**src/rtl/dmem_arbiter.sv**
```systemverilog
// rtl/dmem_arbiter.sv - round-robin two-port arbiter with bounded lock in front of data_memory
module dmem_arbiter #(
    parameter int ADDR_WIDTH = 8,
    parameter int DATA_WIDTH = 8,
    parameter int LOCK_MAX   = 4
) (
    input  logic                  clk,
    input  logic                  rst_n,
    input  logic [1:0]            req,
    input  logic [1:0]            lock,
    input  logic [1:0]            we,
    input  logic [ADDR_WIDTH-1:0] addr0,
    input  logic [ADDR_WIDTH-1:0] addr1,
    input  logic [DATA_WIDTH-1:0] wdata0,
    input  logic [DATA_WIDTH-1:0] wdata1,
    output logic [1:0]            gnt,
    output logic [1:0]            rvalid,
    output logic [DATA_WIDTH-1:0] rdata,
    output logic [ADDR_WIDTH-1:0] mem_addr,
    output logic [DATA_WIDTH-1:0] mem_wdata,
    output logic                  mem_we,
    input  logic [DATA_WIDTH-1:0] mem_rdata
);

    typedef enum logic [1:0] {
        OWN_NONE = 2'd0,
        OWN_P0   = 2'd1,
        OWN_P1   = 2'd2
    } owner_t;

    localparam logic [3:0] LOCK_LIMIT = 4'(LOCK_MAX);

    owner_t     owner;
    owner_t     win_owner;
    logic [3:0] lock_cnt;
    logic       prio;
    logic       lock_active;
    logic       win_sel;
    logic       win_we;
    logic       win_lock;
    logic       grant_en;

    // Lock only overrides round-robin while its budget is not yet exhausted.
    always_comb begin
        lock_active = (owner != OWN_NONE) && (lock_cnt < LOCK_LIMIT);
        win_sel     = 1'b0;
        case (req)
            2'b01:   win_sel = 1'b0;
            2'b10:   win_sel = 1'b1;
            2'b11:   win_sel = lock_active ? (owner == OWN_P1) : prio;
            default: win_sel = 1'b0;
        endcase
        win_owner = win_sel ? OWN_P1 : OWN_P0;
        win_we    = we[win_sel];
        win_lock  = lock[win_sel];
    end

    // Gating by rst_n keeps any memory write from slipping through during reset.
    assign grant_en = (|req) & rst_n;
    assign gnt      = {grant_en & win_sel, grant_en & ~win_sel};

    always_comb begin
        mem_addr  = '0;
        mem_wdata = '0;
        mem_we    = 1'b0;
        if (grant_en) begin
            mem_addr  = win_sel ? addr1 : addr0;
            mem_wdata = win_sel ? wdata1 : wdata0;
            mem_we    = win_we;
        end
    end

    always_ff @(posedge clk or negedge rst_n) begin
        if (!rst_n) begin
            prio     <= 1'b0;
            owner    <= OWN_NONE;
            lock_cnt <= 4'd0;
            rvalid   <= 2'b00;
            rdata    <= '0;
        end else begin
            rvalid <= 2'b00;
            if (grant_en) begin
                prio <= ~win_sel;
                if (!win_we) begin
                    rvalid <= gnt;
                    rdata  <= mem_rdata;
                end
                // A fresh owner, or one whose budget ran out, starts a new locked run.
                if (win_lock) begin
                    owner    <= win_owner;
                    lock_cnt <= (owner == win_owner && lock_cnt < LOCK_LIMIT) ?
                                lock_cnt + 4'd1 : 4'd1;
                end else begin
                    owner    <= OWN_NONE;
                    lock_cnt <= 4'd0;
                end
            end else begin
                owner    <= OWN_NONE;
                lock_cnt <= 4'd0;
            end
        end
    end

endmodule
```
**config.mk**
```make
export PLATFORM = sky130hd
export DESIGN_NAME = dmem_arbiter
export DESIGN_NICKNAME = d
export VERILOG_FILES = /design/src/rtl/dmem_arbiter.sv
export SDC_FILE = /design/constraint.sdc
export NUM_CORES = 1
export LEC_CHECK = 0
export BUFFER_PORTS_ARGS = -buffer_cell sky130_fd_sc_hd__buf_2
export CELL_PAD_IN_SITES_DETAIL_PLACEMENT = 1
export CELL_PAD_IN_SITES_GLOBAL_PLACEMENT = 1
export CORE_MARGIN = 5
export CORE_UTILIZATION = 27
export CTS_BUF_LIST = sky130_fd_sc_hd__clkbuf_16
export DETAILED_ROUTE_END_ITERATION = 12
export GPL_TIMING_DRIVEN = 0
export MAX_ROUTING_LAYER = met4
export PLACE_DENSITY_LB_ADDON = 0.12
export SLEW_MARGIN = 10
export SYNTH_ARGS = -nofsm -noshare
export SYNTH_HDL_FRONTEND = slang
export SYNTH_SLANG_ARGS = --single-unit
```
**constraint.sdc**
```tcl
create_clock -name clk -period 3.7 [get_ports clk]
set_clock_uncertainty 0.15 [all_clocks]
set_input_delay 0.74 -clock clk [delete_from_list [all_inputs] [get_ports clk]]
set_output_delay 0.74 -clock clk [all_outputs]
set_load 0.01 [all_outputs]
```
==> impl_metrics.json, run 1 <==
{
  "outcome": "complete, no violations",
  "wl_um": 2670,
  "rrSetupSlack_ns": 1.74,
  "grt_max_degree": 21,
  "r2r-end": "rdata[2]$_DFFE_PN0P_",
  "die_h_um": 66.6,
  "cts_htree_levels": 1,
  "route.detailed.drc": 0,
  "layout_commonest_cell": "buf_2",
  "drt_iter0_drc": 15,
  "timing.critical_path.buf_inv": 4,
  "cts_made_buffers": 3,
  "die_w_um": 66.6,
  "vdd_drop_max_uv": 158,
  "synth_nets": 119,
  "synthSimpleGateAreaFrac": 0.108,
  "critical_path.top_delay_family": "buffers and inverters",
  "finalPower_mw": 0.577,
  "ys.flop_type": "dfrtp_1",
  "clk_latency_ns": 0.25,
  "cts.path.max_buffers": 2,
  "critPathRequiredTime_ns": 2.81,
  "timing_hold_violations_final": 0,
  "cap_violations": 0,
  "synthAdderAreaFrac": 0.0145,
  "clock_sink_count": 17,
  "via_per_inst": 4.63,
  "gr-total-overflow": 0,
  "portBuffers": 76,
  "synth_top_family_by_area": "compound AO/OA/AOI/OAI gates",
  "clock-root-buffer": "clkbuf_16",
  "slew_headroom": 0.600,
  "drive_gt1_frac": 0.640,
  "grt_pass1_vias": 947,
  "path_max_fanout": 20,
  "min_period_over_period": 0.896,
  "place_congestion": 0.671,
  "synth-xor-area-share": 0,
  "diodes": 0,
  "async_flop_share": 1.00,
  "cts_setup_buffers": 0,
  "critPathSlowestCell": "buf_2",
  "r2r_cells": 6,
  "min_period_ns": 3.31,
  "fmax_mhz": 302,
  "dr.pass1.iters": 2,
  "cts_resized": 0,
  "yosys_register_bits": 17,
  "tightest_slew_ns": 0.593,
  "start_util": 0.284,
  "critPathArrivalTime_ns": 2.42,
  "synth.distinct_cells": 25,
  "cp_common_cell": "buf_2",
  "num_rows": 20,
  "rsz0062_at_grt": "no",
  "grt_pass1_wl_um": 4040,
  "ys_warn_count": 0,
  "ioPinCount": 77,
  "cts_tree": "yes",
  "dieArea_sq_um": 4440,
  "path_class": "in -> out",
  "detail-route-antenna-nets": 0,
  "syn2layout_area_growth_pct": 59.4,
  "grtUsageTotal": 0.125,
  "cts.reportedPaths.clkPinSlew_ns": 0.05,
  "crit_path_max_incr_delay_ns": 0.35,
  "synth_cells": 70,
  "synth_compound_area_frac": 0.233,
  "crit_path_cell_trace": "buf_2, o21ai_0, nor2_1, buf_2, buf_2, a22o_1, buf_2",
  "post_drt_wl_per_cell_um": 13.8,
  "end_kind": "primary output",
  "dpl-instance-area_sq_um": 1300,
  "hold_path_class": "in -> async",
  "drv_slew": 0,
  "muxShareOfSynthArea": 0.116,
  "fin_setup_tns_ns": 0,
  "layout_common_cells": "buf_2 (81), dfrtp_1 (17), a22o_1 (16)",
  "yosysSeqAreaShare": 0.491,
  "power_density_nw_per_um2": 418,
  "stdcell_area_sq_um": 1380,
  "fin_nets": 200,
  "hold_buffers": 0,
  "dpl.hpwl_um": 2290,
  "synth_area_sq_um": 866,
  "finalSetupViolCount": 0,
  "antenna_found_initial": 0,
  "design.core.area_sq_um": 3050,
  "postSynthAreaPerCell_sq_um": 12.4,
  "p_leak_nw": 0.781,
  "cp-start-kind": "input pin",
  "synth_edf_count": 0,
  "r2r-start": "lock_cnt[3]$_DFF_PN0_",
  "num_vias": 898
}
[worst register-to-register path: cells and delay by family, from the launching register on]
kind	cells	cell delay, ns
buf+inv	1	0.18
simple gates	2	0.35
mux	2	0.52
flops	1	0.39
compound gates	1	0.24
[per-stage QoR]
step | std cells | hold WS (ns) | setup slack (ns) | util
6_report | 194 | 0.274 | 0.387 | 0.452
3_5_place_dp | 190 | 0.336 | 0.340 | 0.426
4_1_cts | 194 | 0.283 | 0.328 | 0.452
2_1_floorplan | 70 | 0.286 | 0.915 | -
3_3_place_gp | 190 | 0.300 | 0.412 | 0.426
5_1_grt | 194 | 0.309 | 0.129 | 0.452
[sequential cells by signal, indices dropped and copies added, names as in the netlist]
| register | count |
|---|---|
| rvalid | 2 |
| prio | 1 |
| owner | 2 |
| rdata | 8 |
| lock_cnt | 4 |
[kinds of logic after synthesis]
| family | after synthesis |
|---|---|
| flip-flops | 17 |
| buffers and inverters | 6 |
| AO/OA/AOI/OAI | 22 |
| adder cells (fa/ha/maj) | 1 |
| other | 1 |
| AND/OR/NAND/NOR | 14 |
| multiplexers | 9 |
[power by group]
group	internal, mW	leakage (nW)	switching [mW]
Clock	0.143	0.0423	0.0649
Sequential	0.211	0.213	0.0106
Combinational	0.0785	0.526	0.0694
[synth_stat cells (all sizes together), types with 2 or more instances]
cell type | n | area share
and2 | 2 | 0.016
a21o | 2 | 0.017
mux2 | 8 | 0.10
a22o | 16 | 0.16
buf | 5 | 0.029
nor2 | 2 | 0.0087
dfrtp | 17 | 0.49
and3 | 3 | 0.023
[worst max path at each step]
stage	from	endpoint	slack, ns	cells after the start
4_1_cts	rst_n	mem_wdata[0]	0.33	7
3_3_place_gp	rst_n	mem_addr[6]	0.41	7
6_report	rst_n	mem_addr[6]	0.39	7
3_5_place_dp	rst_n	mem_wdata[0]	0.34	7
5_1_grt	rst_n	mem_wdata[0]	0.13	7
2_1_floorplan	req[0]	mem_addr[0]	0.92	6
[per-layer routing]
metal,up-vias,track usage,share of wire
met5,-,-,0
met4,0,0.0736,0.012
met3,3,0.0287,0.091
met2,53,0.223,0.54
met1,420,0.123,0.36
li1,422,-,-
[area by class of cell]
| cell class | count | area, sq um |
|---|---|---|
| plain buffers | 5 | 25.0 |
| clock buffers | 3 | 75.1 |
| clock inverters | 1 | 3.75 |
| fillers | 389 | 1670 |
| inverters | 1 | 3.75 |
| multi-input cells | 47 | 412 |
| flip-flops and latches | 17 | 425 |
| well taps | 44 | 55.1 |
| repair buffers | 76 | 380 |
No activity file was read; power rests on OpenSTA's default activity.
==> inputs of run 2 (changes only) <==
CORE_UTILIZATION = 25   (was 27)
clock period = 3.78 ns   (was 3.7 ns; I/O delays follow)
==> run 2 against run 1 <==
  * Critical path depth did not move
  * Core utilization down 3.7 points
  * Routed wire length increased by 3.4%
  * Via count grew 1.3%
  * Register-to-register slack better by 0.09 ns
  * Clock power hardly changed
  * Global-route usage hardly changed
  * Final cell count up 1.0%
  * Sequential cell count stayed put
  * Setup slack better by 0.041 ns
  * Sequential power shrank 2%
  * Non-clock buffer count did not move
  * Critical path type unchanged
  * Critical endpoint is now mem_wdata[2]
  * Highest routed layer unchanged
==> impl_metrics.json, run 2 (synthesized netlist as in run 1, its figures left out) <==
{
  "wl_um": 2760,
  "fmax_mhz": 298,
  "dr_wl_met2_um": 1350,
  "timing_hold_violations_final": 0,
  "critPathArrivalTime_ns": 2.45,
  "cts.reportedPaths.clkPinSlew_ns": 0.05,
  "hold_path_class": "in -> async",
  "min_period_ns": 3.35,
  "critPathSlowestCell": "buf_2",
  "detail-route-antenna-nets": 0,
  "rsz0062_at_grt": "no",
  "portBuffers": 76,
  "place_ws_ns": 0.364,
  "path_max_fanout": 20,
  "holdWs_ns": 0.292,
  "cts_htree_levels": 1,
  "cts_tree": "yes",
  "clock-root-buffer": "clkbuf_16",
  "grt_pass1_wl_um": 4240,
  "critPathRequiredTime_ns": 2.87,
  "design.core.area_sq_um": 3340,
  "cts.path.max_buffers": 2,
  "hold_buffers": 0,
  "final-instance-count-excl-fill": 196,
  "layout_common_cells": "buf_2 (81), dfrtp_1 (17), a22o_1 (16)",
  "slew_headroom": 0.659,
  "cp-start-kind": "input pin",
  "post_drt_wl_per_cell_um": 14.1,
  "dpl.hpwl_um": 2300,
  "num_rows": 21,
  "cp_common_cell": "buf_2",
  "place_congestion": 0.712,
  "tightest_slew_ns": 0.505,
  "seq_power_share": 0.382,
  "grt_max_degree": 21,
  "die_w_um": 68.9,
  "swShare": 0.254,
  "cap_violations": 0,
  "route.detailed.drc": 0,
  "min_period_over_period": 0.887,
  "p_leak_nw": 0.780,
  "die_h_um": 68.9,
  "layout_setup_ws_ns": 0.428,
  "drive_gt1_frac": 0.647,
  "cts_resized": 0,
  "dr.pass1.iters": 2,
  "clock_sink_count": 17,
  "dp.cells": 192,
  "stdcell_area_sq_um": 1380,
  "vdd_drop_max_uv": 144,
  "grt_pass1_vias": 1004,
  "drt_iter0_drc": 5,
  "path_class": "in -> out",
  "syn2layout_area_growth_pct": 59.8,
  "outcome": "complete, no violations",
  "power_density_nw_per_um2": 411,
  "finalPower_mw": 0.569,
  "end_kind": "primary output",
  "fin_setup_tns_ns": 0,
  "fillCellCount": 411,
  "layout_commonest_cell": "buf_2",
  "top_layer": "met4",
  "drv_slew": 0,
  "regMostFlops": "rdata",
  "switchingPower_mw": 0.144,
  "clockPowerShare": 0.363,
  "ioPinCount": 77,
  "finalSetupViolCount": 0,
  "internal_power_mw": 0.424,
  "wl_met1_um": 1090,
  "dieArea_sq_um": 4740,
  "start_util": 0.259,
  "fin_nets": 200,
  "pwr-share-comb": 0.256,
  "grtUsageTotal": 0.125,
  "clk_latency_ns": 0.24,
  "num_vias": 910,
  "final_core_util": 0.415,
  "crit_path_cell_trace": "buf_2, o21ai_0, nor2_1, buf_2, buf_2, a22o_1, buf_2",
  "dpl-instance-area_sq_um": 1300,
  "antenna_found_initial": 0,
  "cts_made_buffers": 3,
  "largest_reg_flops": 8,
  "crit_path_max_incr_delay_ns": 0.35,
  "dr_wl_met3_um": 305,
  "via_per_inst": 4.64,
  "cts_setup_buffers": 0,
  "gr-total-overflow": 0,
  "reg_top3": "rdata x8, lock_cnt x4",
  "diodes": 0
}
[run 2: path summary, 6_finish.rpt]
path                                          to  depth (start not counted)             startpoint  slack, ns
max in group asynchronous  lock_cnt[3]$_DFF_PN0_                          1                  rst_n       2.89
hold / removal             lock_cnt[1]$_DFF_PN0_                          1                  rst_n       0.29
setup / recovery                    mem_wdata[2]                          7                  rst_n       0.43
setup reg to reg            rdata[0]$_DFFE_PN0P_                          6  lock_cnt[3]$_DFF_PN0_       1.83
hold reg to reg            lock_cnt[0]$_DFF_PN0_                          1  lock_cnt[0]$_DFF_PN0_       0.32
min in group clk           lock_cnt[0]$_DFF_PN0_                          1  lock_cnt[0]$_DFF_PN0_       0.32
[run 2: area by class of cell]
| type | instances | area (sq um) | area share |
|---|---|---|---|
| Timing Repair Buffer | 76 | 380 | 0.275 |
| Inverter | 1 | 3.75 | 0.00271 |
| Buffer | 5 | 25.0 | 0.0181 |
| Clock inverter | 1 | 5.00 | 0.00362 |
| Clock buffer | 3 | 75.1 | 0.0542 |
| Tap cell | 46 | 57.6 | 0.0416 |
| Sequential cell | 17 | 425 | 0.307 |
| Multi-Input combinational cell | 47 | 412 | 0.297 |
[run 2: worst max-delay path: cells and delay by family]
| family | cells | cell delay, ns |
|---|---|---|
| buffers and inverters | 4 | 0.96 |
| AO/OA/AOI/OAI | 2 | 0.49 |
| AND/OR/NAND/NOR | 1 | 0.22 |
[run 2: power groups by stage]
stage | combinational (mW) | sequential (mW) | clock (mW)
after floorplan | 0.0640 | 0.230 | 0
after global placement | 0.145 | 0.218 | 0
after detailed placement | 0.148 | 0.220 | 0
after CTS | 0.149 | 0.217 | 0.215
after global routing | 0.160 | 0.220 | 0.222
final | 0.146 | 0.217 | 0.206
[run 2: layer usage]
layer  GRT usage  vias up
met5           -        -
met3      0.0373        3
met4      0.0511        0
met2       0.217       62
li1            -      424
met1       0.133      421
==> inputs of run 3 (changes only) <==
ABC_AREA = 1   (was unset)
CORE_UTILIZATION = 27   (was 25)
==> run 3 against run 2 <==
  * Non-clock buffer count is 2 lower
  * Largest power group is now the clock network
  * Highest routed layer unchanged
  * Synthesized area is 27% higher
  * Sequential power hardly changed
  * First-iteration DRC count grew to 8.4 times the previous value
==> impl_metrics.json, run 3 <==
{
  "clockPowerShare": 0.361,
  "dieArea_sq_um": 5430,
  "die_h_um": 73.7,
  "end_kind": "primary output",
  "die_w_um": 73.7,
  "fmax_mhz": 346,
  "drt_iter0_drc": 42,
  "fin_setup_tns_ns": 0,
  "yosysSeqAreaShare": 0.388,
  "clock-root-buffer": "clkbuf_16",
  "seq_power_share": 0.357,
  "cp_common_cell": "buf_2",
  "dr.pass1.iters": 4,
  "dpl.hpwl_um": 3120,
  "wl_met1_um": 1400,
  "yosys-top-cells-count": "nand2_1 (56), nand2_2 (19), dfrtp_1 (17)",
  "min_period_over_period": 0.765,
  "timing.critical_path.buf_inv": 3,
  "internal_power_mw": 0.416,
  "yosys_register_bits": 17,
  "ys.flop_type": "dfrtp_1",
  "cts_htree_levels": 1,
  "vdd_drop_max_uv": 175,
  "reg_top3": "rdata x8, lock_cnt x4",
  "design.core.area_sq_um": 3970,
  "drv_slew": 0,
  "cts_resized": 0,
  "power_density_nw_per_um2": 371,
  "num_vias": 1208,
  "diodes": 0,
  "portBuffers": 76,
  "cts_made_buffers": 3,
  "ys_warn_count": 0,
  "largest_reg_flops": 8,
  "cts.reportedPaths.clkPinSlew_ns": 0.05,
  "postSynthAreaPerCell_sq_um": 8.06,
  "dr_wl_met2_um": 2080,
  "critPathRequiredTime_ns": 2.87,
  "via_per_inst": 4.54,
  "critical_path.top_delay_family": "buffers and inverters",
  "route.detailed.drc": 0,
  "ioPinCount": 77,
  "crit_path_cell_trace": "buf_2, o21ai_4, nor2_8, buf_4, nand2_1, nand2_2, buf_2",
  "muxShareOfSynthArea": 0,
  "hold_buffers": 0,
  "gr-total-overflow": 0,
  "switchingPower_mw": 0.185,
  "layout_commonest_cell": "buf_2",
  "min_period_ns": 2.89,
  "async_flop_share": 1.00,
  "pwr-share-comb": 0.282,
  "regMostFlops": "rdata",
  "start_util": 0.276,
  "synthSimpleGateAreaFrac": 0.508,
  "layout_common_cells": "buf_2 (76), nand2_1 (56), nand2_2 (19)",
  "synth.top_cell.area_share": 0.388,
  "top_layer": "met4",
  "critPathSlowestCell": "buf_2",
  "dp.cells": 262,
  "cts_setup_buffers": 0,
  "post_drt_wl_per_cell_um": 13.9,
  "grt_pass1_wl_um": 5840,
  "cp-start-kind": "input pin",
  "crit_path_max_incr_delay_ns": 0.37,
  "synth_top_area_cell": "dfrtp_1",
  "outcome": "complete, no violations",
  "synth_area_leaders": "dfrtp_1 (39%), nand2_1 (19%), nand2_2 (11%)",
  "clk_latency_ns": 0.25,
  "fin_nets": 266,
  "grt_pass1_vias": 1288,
  "synth_nets": 185,
  "clock_sink_count": 17,
  "dr_wl_met3_um": 171,
  "grt_max_degree": 19,
  "hold_path_class": "in -> async",
  "synth.distinct_cells": 24,
  "path_max_fanout": 18,
  "synthAdderAreaFrac": 0.0114,
  "cap_violations": 0,
  "synth_cells": 136,
  "critPathArrivalTime_ns": 1.99,
  "finalPower_mw": 0.601,
  "cts.path.max_buffers": 2,
  "timing_hold_violations_final": 0,
  "grtUsageTotal": 0.143,
  "place_congestion": 0.778,
  "finalSetupViolCount": 0,
  "drive_gt1_frac": 0.523,
  "synth_most_common_cell": "nand2_1",
  "antenna_found_initial": 0,
  "synth_edf_count": 0,
  "synth_area_sq_um": 1100,
  "path_class": "in -> out",
  "synth-xor-area-share": 0,
  "cts_tree": "yes",
  "final-instance-count-excl-fill": 266,
  "rsz0062_at_grt": "no",
  "wl_um": 3690,
  "synth_top_family_by_area": "simple AND/OR/NAND/NOR gates",
  "syn2layout_area_growth_pct": 47.7,
  "synth_compound_area_frac": 0.0194,
  "swShare": 0.308,
  "num_rows": 23,
  "detail-route-antenna-nets": 0,
  "p_leak_nw": 0.964
}
-- run 3: cell count changes in the layout (fill, tap and decap cells not counted), moves of 5 or more --
cell,change
a22o_1,-16
inv_1,+5
mux2_2,-8
buf_2,-5
nand2_1,+56
nand2_2,+19
nand4_1,+11
-- run 3: final cells by class --
type	count	area (sq um)
plain buffers	3	38.8
clock buffers	3	75.1
clock inverters	1	5.00
fillers	519	2350
inverters	8	37.5
multi-input cells	108	594
flip-flops and latches	17	425
well taps	50	62.6
repair buffers	76	380
-- run 3: power groups by stage --
stage | sequential (mW) | clock (mW) | combinational, mW
2_1_floorplan | 0.226 | 0 | 0.0826
3_3_place_gp | 0.217 | 0 | 0.166
3_5_place_dp | 0.217 | 0 | 0.174
4_1_cts | 0.215 | 0.219 | 0.174
5_1_grt | 0.218 | 0.231 | 0.189
6_report | 0.215 | 0.217 | 0.170
-- run 3: stage by stage --
stage / cell area (sq um) / hold slack, ns / worst slack (ns) / utilization
floorplan: 1100 / 0.310 / 1.39 / -
global placement: 1540 / 0.303 / 0.879 / 0.388
detailed placement: 1540 / 0.313 / 0.831 / 0.388
CTS: 1620 / 0.311 / 0.828 / 0.408
global route: 1620 / 0.332 / 0.724 / 0.408
finish: 1620 / 0.298 / 0.888 / 0.408
-- run 3: path summary, 6_finish.rpt --
kind / start / endpoint / slack (ns) / depth (start not counted)
min in group clk: rdata[6]$_DFFE_PN0P_ / rdata[6]$_DFFE_PN0P_ / 0.32 / 2
min reg2reg: rdata[6]$_DFFE_PN0P_ / rdata[6]$_DFFE_PN0P_ / 0.32 / 2
max: rst_n / mem_wdata[6] / 0.89 / 7
max reg2reg: lock_cnt[3]$_DFF_PN0_ / rdata[7]$_DFFE_PN0P_ / 2.07 / 8
min: rst_n / lock_cnt[2]$_DFF_PN0_ / 0.30 / 1
max in group asynchronous: rst_n / rdata[3]$_DFFE_PN0P_ / 2.87 / 1
-- run 3: worst reg2reg max path, cell delays in order (launching register included) --
cell	delay [ns]
dfrtp_1	0.39
nor2_4	0.17
nand2_1	0.09
nand2_2	0.08
nand3_4	0.11
nand3_2	0.22
nand3_2	0.22
nand2_1	0.12
nand2_1	0.06
-- run 3: cell families (layout without fill, tap and decap cells) --
| family | count (synthesis) | count (layout) |
|---|---|---|
| compound gates | 2 | 2 |
| fa+ha+maj | 1 | 1 |
| buf+inv | 11 | 91 |
| simple gates | 104 | 104 |
| other cells | 1 | 1 |
| flops | 17 | 17 |
-- run 3: layer usage --
layer	up-vias	GRT usage
met5	-	-
met1	573	0.152
met3	5	0.0219
met4	0	0.0282
met2	34	0.275
li1	596	-
